===== config.mk =====
export PLATFORM = sky130hd
export DESIGN_NAME = led_blink_sequencer
export DESIGN_NICKNAME = d
export VERILOG_FILES = /design/src/rtl/led_blink_sequencer.sv
export SDC_FILE = /design/constraint.sdc
export NUM_CORES = 1
export LEC_CHECK = 0
export BUFFER_PORTS_ARGS = -buffer_cell sky130_fd_sc_hd__clkbuf_2
export CORE_MARGIN = 3
export CORE_UTILIZATION = 45
export DETAILED_ROUTE_END_ITERATION = 12
export GPL_TIMING_DRIVEN = 0
export PLACE_DENSITY_LB_ADDON = 0.25
export SYNTH_ARGS = -nofsm -noshare
export SYNTH_HDL_FRONTEND = slang
export SYNTH_SLANG_ARGS = --single-unit

===== constraint.sdc =====
create_clock -name clk -period 2.6 [get_ports clk]
set_clock_uncertainty 0.2 [all_clocks]
set_input_delay 0.39 -clock clk [delete_from_list [all_inputs] [get_ports clk]]
set_output_delay 0.39 -clock clk [all_outputs]
set_load 0.03 [all_outputs]

===== src/rtl/led_blink_sequencer.sv =====
// Shared status-LED sequencer: captures per-channel events and reports each one
// as a blink code of ch+1 pulses, picking channels round-robin, after a lamp test.
module led_blink_sequencer #(
    parameter int NUM_CH      = 4,
    parameter int ON_CYCLES   = 16384,
    parameter int OFF_CYCLES  = 16384,
    parameter int GAP_CYCLES  = 65536,
    parameter int LAMP_CYCLES = 32768
) (
    input  logic                      clk,
    input  logic                      rst,
    input  logic [NUM_CH-1:0]         ev,
    output logic                      led_n,
    output logic                      busy,
    output logic [$clog2(NUM_CH)-1:0] cur_ch,
    output logic [NUM_CH-1:0]         pending
);

    localparam int CW      = $clog2(NUM_CH);
    localparam int BW      = $clog2(NUM_CH + 1);
    localparam int MAX_A   = (ON_CYCLES > OFF_CYCLES) ? ON_CYCLES : OFF_CYCLES;
    localparam int MAX_B   = (GAP_CYCLES > LAMP_CYCLES) ? GAP_CYCLES : LAMP_CYCLES;
    localparam int MAX_DUR = (MAX_A > MAX_B) ? MAX_A : MAX_B;
    localparam int TW      = (MAX_DUR > 1) ? $clog2(MAX_DUR) : 1;

    localparam logic [TW-1:0] ON_LOAD   = TW'(ON_CYCLES - 1);
    localparam logic [TW-1:0] OFF_LOAD  = TW'(OFF_CYCLES - 1);
    localparam logic [TW-1:0] GAP_LOAD  = TW'(GAP_CYCLES - 1);
    localparam logic [TW-1:0] LAMP_LOAD = TW'(LAMP_CYCLES - 1);

    typedef enum logic [2:0] {
        S_LAMP,
        S_IDLE,
        S_ON,
        S_OFF,
        S_GAP
    } state_t;

    state_t            state, state_next;
    logic [TW-1:0]     timer, timer_next;
    logic [BW-1:0]     blinks_left, blinks_next;
    logic [CW-1:0]     last, last_next;
    logic [NUM_CH-1:0] pending_next;
    logic [NUM_CH-1:0] grant_clear;
    logic              led_next;
    logic              grant_found;
    logic [CW-1:0]     grant_ch;
    logic [CW-1:0]     idx;

    // Round-robin search: first pending channel strictly after the last grant, wrapping.
    always_comb begin
        grant_found = 1'b0;
        grant_ch    = '0;
        idx         = '0;
        for (int i = 1; i <= NUM_CH; i++) begin
            int sum;
            sum = int'(last) + i;
            if (sum >= NUM_CH) sum = sum - NUM_CH;
            idx = CW'(sum);
            if (!grant_found && pending[idx]) begin
                grant_found = 1'b1;
                grant_ch    = idx;
            end
        end
    end

    // NOTE: every always_comb output gets a default before the case so no path
    // leaves it unassigned; otherwise synthesis infers a latch to hold it.
    always_comb begin
        state_next  = state;
        timer_next  = (timer == '0) ? timer : timer - TW'(1);
        blinks_next = blinks_left;
        last_next   = last;
        grant_clear = '0;

        case (state)
            S_LAMP: begin
                if (timer == '0) state_next = S_IDLE;
            end
            S_IDLE: begin
                if (grant_found) begin
                    state_next            = S_ON;
                    timer_next            = ON_LOAD;
                    last_next             = grant_ch;
                    grant_clear[grant_ch] = 1'b1;
                    blinks_next           = BW'(grant_ch) + BW'(1);
                end
            end
            S_ON: begin
                if (timer == '0) begin
                    blinks_next = blinks_left - BW'(1);
                    if (blinks_next == '0) begin
                        state_next = S_GAP;
                        timer_next = GAP_LOAD;
                    end else begin
                        state_next = S_OFF;
                        timer_next = OFF_LOAD;
                    end
                end
            end
            S_OFF: begin
                if (timer == '0) begin
                    state_next = S_ON;
                    timer_next = ON_LOAD;
                end
            end
            S_GAP: begin
                if (timer == '0) state_next = S_IDLE;
            end
            default: begin
                state_next = S_LAMP;
                timer_next = LAMP_LOAD;
            end
        endcase

        // A new event on the channel being granted survives the clear.
        pending_next = (pending & ~grant_clear) | ev;
        led_next     = !((state_next == S_LAMP) || (state_next == S_ON));
    end

    // NOTE: sequential state uses non-blocking assignments so every register
    // samples the pre-edge values, independent of statement order.
    always_ff @(posedge clk or posedge rst) begin
        if (rst) begin
            state       <= S_LAMP;
            timer       <= LAMP_LOAD;
            blinks_left <= '0;
            last        <= CW'(NUM_CH - 1);
            pending     <= '0;
            led_n       <= 1'b0;
        end else begin
            state       <= state_next;
            timer       <= timer_next;
            blinks_left <= blinks_next;
            last        <= last_next;
            pending     <= pending_next;
            led_n       <= led_next;
        end
    end

    assign busy   = (state != S_IDLE);
    assign cur_ch = last;

endmodule


==> out/metrics.csv <==
metric,value,unit
status,finished clean,
placed cells,257,
1st-pass router iterations,4,
critical setup path kind,register to register,
Clock Latency Late Sink,280,ps
Cell Pwr Density,620,nW/um^2
die height,68.8,um
Max-slew headroom,28.2,%
RSZ-0062 raised after global routing,false,
TritonCTS clock tree,done,
Hold Path Origin,ev[1],
I/O pins,14,
top post-synthesis cells by area,"dfstp_2 25%, dfrtp_1 17%, ha_1 5.6%",
largest net degree at the start of global routing,30,
area grow syn2layout,13.6,%
Cell Rows,22,
"critical path fanouts, max",8,
CTS H-tree depth,2,
most instantiated library cell after synthesis,nand2_1,
Adder-Cell Fraction of Synth Area,5.64,%
synthesized instance count,196,
fmax,403,MHz
minimum clock period,2480,ps
via count,1514,
global-route wire length before repair,6780,um
met1 wire length,1920,um
GR Overflow Total,0,
P_leak,0.812,nW
DR WL/cell,14.7,um
top-area cell type share of the netlist area,25.2,%
Port Buffers,13,
Synth cell types,46,
"Reg clk slew, reported paths",60,ps
R2R Setup Slk,120,ps
element type at the critical path end,register,
worst hold stages,2,
"Hold Vio Cnt, Final",0,
met2 routed WL,1830,um
sequential share of the synthesized area,42.1,%
Synth top cells by count,"20 x nand2_1, 18 x o21ai_0, 17 x dfstp_2",
Yosys top cell by area,dfstp_2,
mean area per synthesized cell,9.06,sq um
initial core utilization,47.4,%
DP HPWL,2800,um
Tightest Hold Check Type,primary input to register,
Die W,68.8,um
root buffer cell,clkbuf_8,
met3 WL post-DR,129,um
DRT antenna net count,0,
Synth Warn #,0,
Synth Area in Simple Gates,23.3,%
CTS Buffer Depth,2,
Synth Cell Area,1780,sq um
Via density,5.69,
total CTS buffers,5,
final std cells w/o fill,266,
GRT Util Overall,19.0,%
drc violations,0,
final slew viol count,0,
CP required,2590,ps
XOR/XNOR share of the synthesized area,1.48,%
hold worst-path end,pending[1],
Worst Max-Slew Pin Slew,1080,ps
mux cell area share after synthesis,1.13,%
initial antenna violation count,0,
antenna cells,0,
r2r startpoint,timer[8],
Layout Nets,231,
GP Congestion,0.862,
vias in the first global route,1480,
core area,3740,sq um
post-synthesis compound-gate area fraction,22.3,%
number of synthesized register bits,29,
Synth Flop Type,dfstp_2,
die footprint,4730,sq um
Critical Path Source Type,register,
Post-synth EDFFs,0,
Async SR Flop Fraction,100,%
largest family of logic cells by synthesized area,simple AND/OR/NAND/NOR gates,
Reg2Reg Capture Point,timer[0],
DRT Wirelength,3920,um
ratio of cells with drive above 1 in the final layout,24.3,%
WP data arrival,2470,ps
worst vdd ir,0.310,mV
maxcap violations,0,
Post-Syn Nets,210,
setup violators final,0,
initial drt markers,84,
fillers,357,
Max Used Layer,met4,
crit share post-route,95.4,%
R2R depth,7,
clock sink count,29,
Util after Layout,53.9,%
==> how the worst max path moves through the flow <==
| stage | startpoint | cells after the start | endpoint |
|---|---|---|---|
| final | timer[8] | 7 | timer[0] |
| after global routing | timer[8] | 7 | timer[0] |
| after CTS | timer[0] | 10 | timer[0] |
| after detailed placement | timer[0] | 10 | timer[0] |
| after global placement | timer[0] | 10 | timer[0] |
| after floorplan | timer[0] | 10 | timer[0] |
==> sequential cells by signal, summed over array words and instances, names as in the netlist <==
signal       flops
state            3
led_n            1
cur_ch           2
blinks_left      3
pending          4
timer           16
==> power breakdown <==
group	switching (mW)	internal [mW]	leakage [nW]
Sequential	0.0858	0.557	0.316
Combinational	0.136	0.120	0.450
Clock	0.167	0.185	0.0450
==> logic make-up (layout without fill, tap and decap cells) <==
| family | after synthesis | in the layout |
|---|---|---|
| adders and majority gates | 8 | 8 |
| and+or+nand+nor | 77 | 77 |
| muxes | 2 | 2 |
| DFF | 29 | 29 |
| AOI/OAI and AO/OA | 60 | 60 |
| buffers and inverters | 17 | 39 |
| xor gates and xnor gates | 3 | 3 |
==> final cells by class <==
cell class	count	area (sq um)	area share, %
Clock inverter	2	10.0	0.496
Tap cell	48	60.1	2.98
Inverter	12	47.5	2.36
Buffer	4	15.0	0.744
Multi-Input combinational cell	150	985	48.8
Sequential cell	29	747	37.0
Clock buffer	6	72.6	3.60
Timing Repair Buffer	15	80.1	3.97
==> critical path, stage by stage, from the launching register on <==
cell and delay [ps]:
dfstp_2 380, or4_4 550, or4_4 580, nor2_4 140, inv_4 60, ha_1 280, a21oi_2 130, nand2_1 60
==> routing by layer <==
layer / GRT usage, % / vias to the layer above
li1: - / 766
met1: 25.1 / 717
met2: 31.0 / 25
met3: 4.70 / 6
met4: 5.35 / 0
met5: 0 / -
==> timing repair <==
action                                  4_1_cts  5_1_grt
pin swaps                                     2        3
endpoints found under the setup margin       14       14
setup buffers                                 2        0
hold buffers                                  0        0
hold endpoints to repair                      0        0
resized for setup                             6        2
==> metrics by stage <==
step / area, sq um / TNS (ps) / hold WS, ps / power (mW) / setup WS, ps
6_report: 2020 / 0 / 89.4 / 1.25 / 120
3_5_place_dp: 1900 / -570 / 328 / 0.873 / -184
4_1_cts: 2020 / 0 / 86.2 / 1.26 / 1.40
3_3_place_gp: 1900 / -456 / 319 / 0.867 / -172
2_1_floorplan: 1780 / 0 / 256 / 0.807 / 8.25
5_1_grt: 2020 / 0 / 90.2 / 1.34 / 17.2
==> layout by cell type, fill, tap and decap left out, types with 3 or more instances in the layout <==
| cell type | netlist | routed |
|---|---|---|
| nand2_1 | 20 | 20 |
| o21ai_0 | 18 | 18 |
| dfstp_2 | 17 | 17 |
| nor2_1 | 14 | 14 |
| clkbuf_2 | 0 | 13 |
| dfrtp_1 | 12 | 12 |
| inv_1 | 12 | 10 |
| nor3_1 | 10 | 10 |
| a21oi_1 | 11 | 10 |
| ha_1 | 8 | 7 |
| nor4_1 | 6 | 6 |
| clkbuf_1 | 4 | 5 |
| a21o_1 | 5 | 5 |
| clkbuf_8 | 0 | 5 |
| nand2b_1 | 4 | 4 |
| o211ai_1 | 4 | 4 |
| and2_1 | 3 | 3 |
| a31oi_1 | 3 | 3 |
| or3_1 | 3 | 3 |
Note: power is estimated with default switching activity, not from simulation.
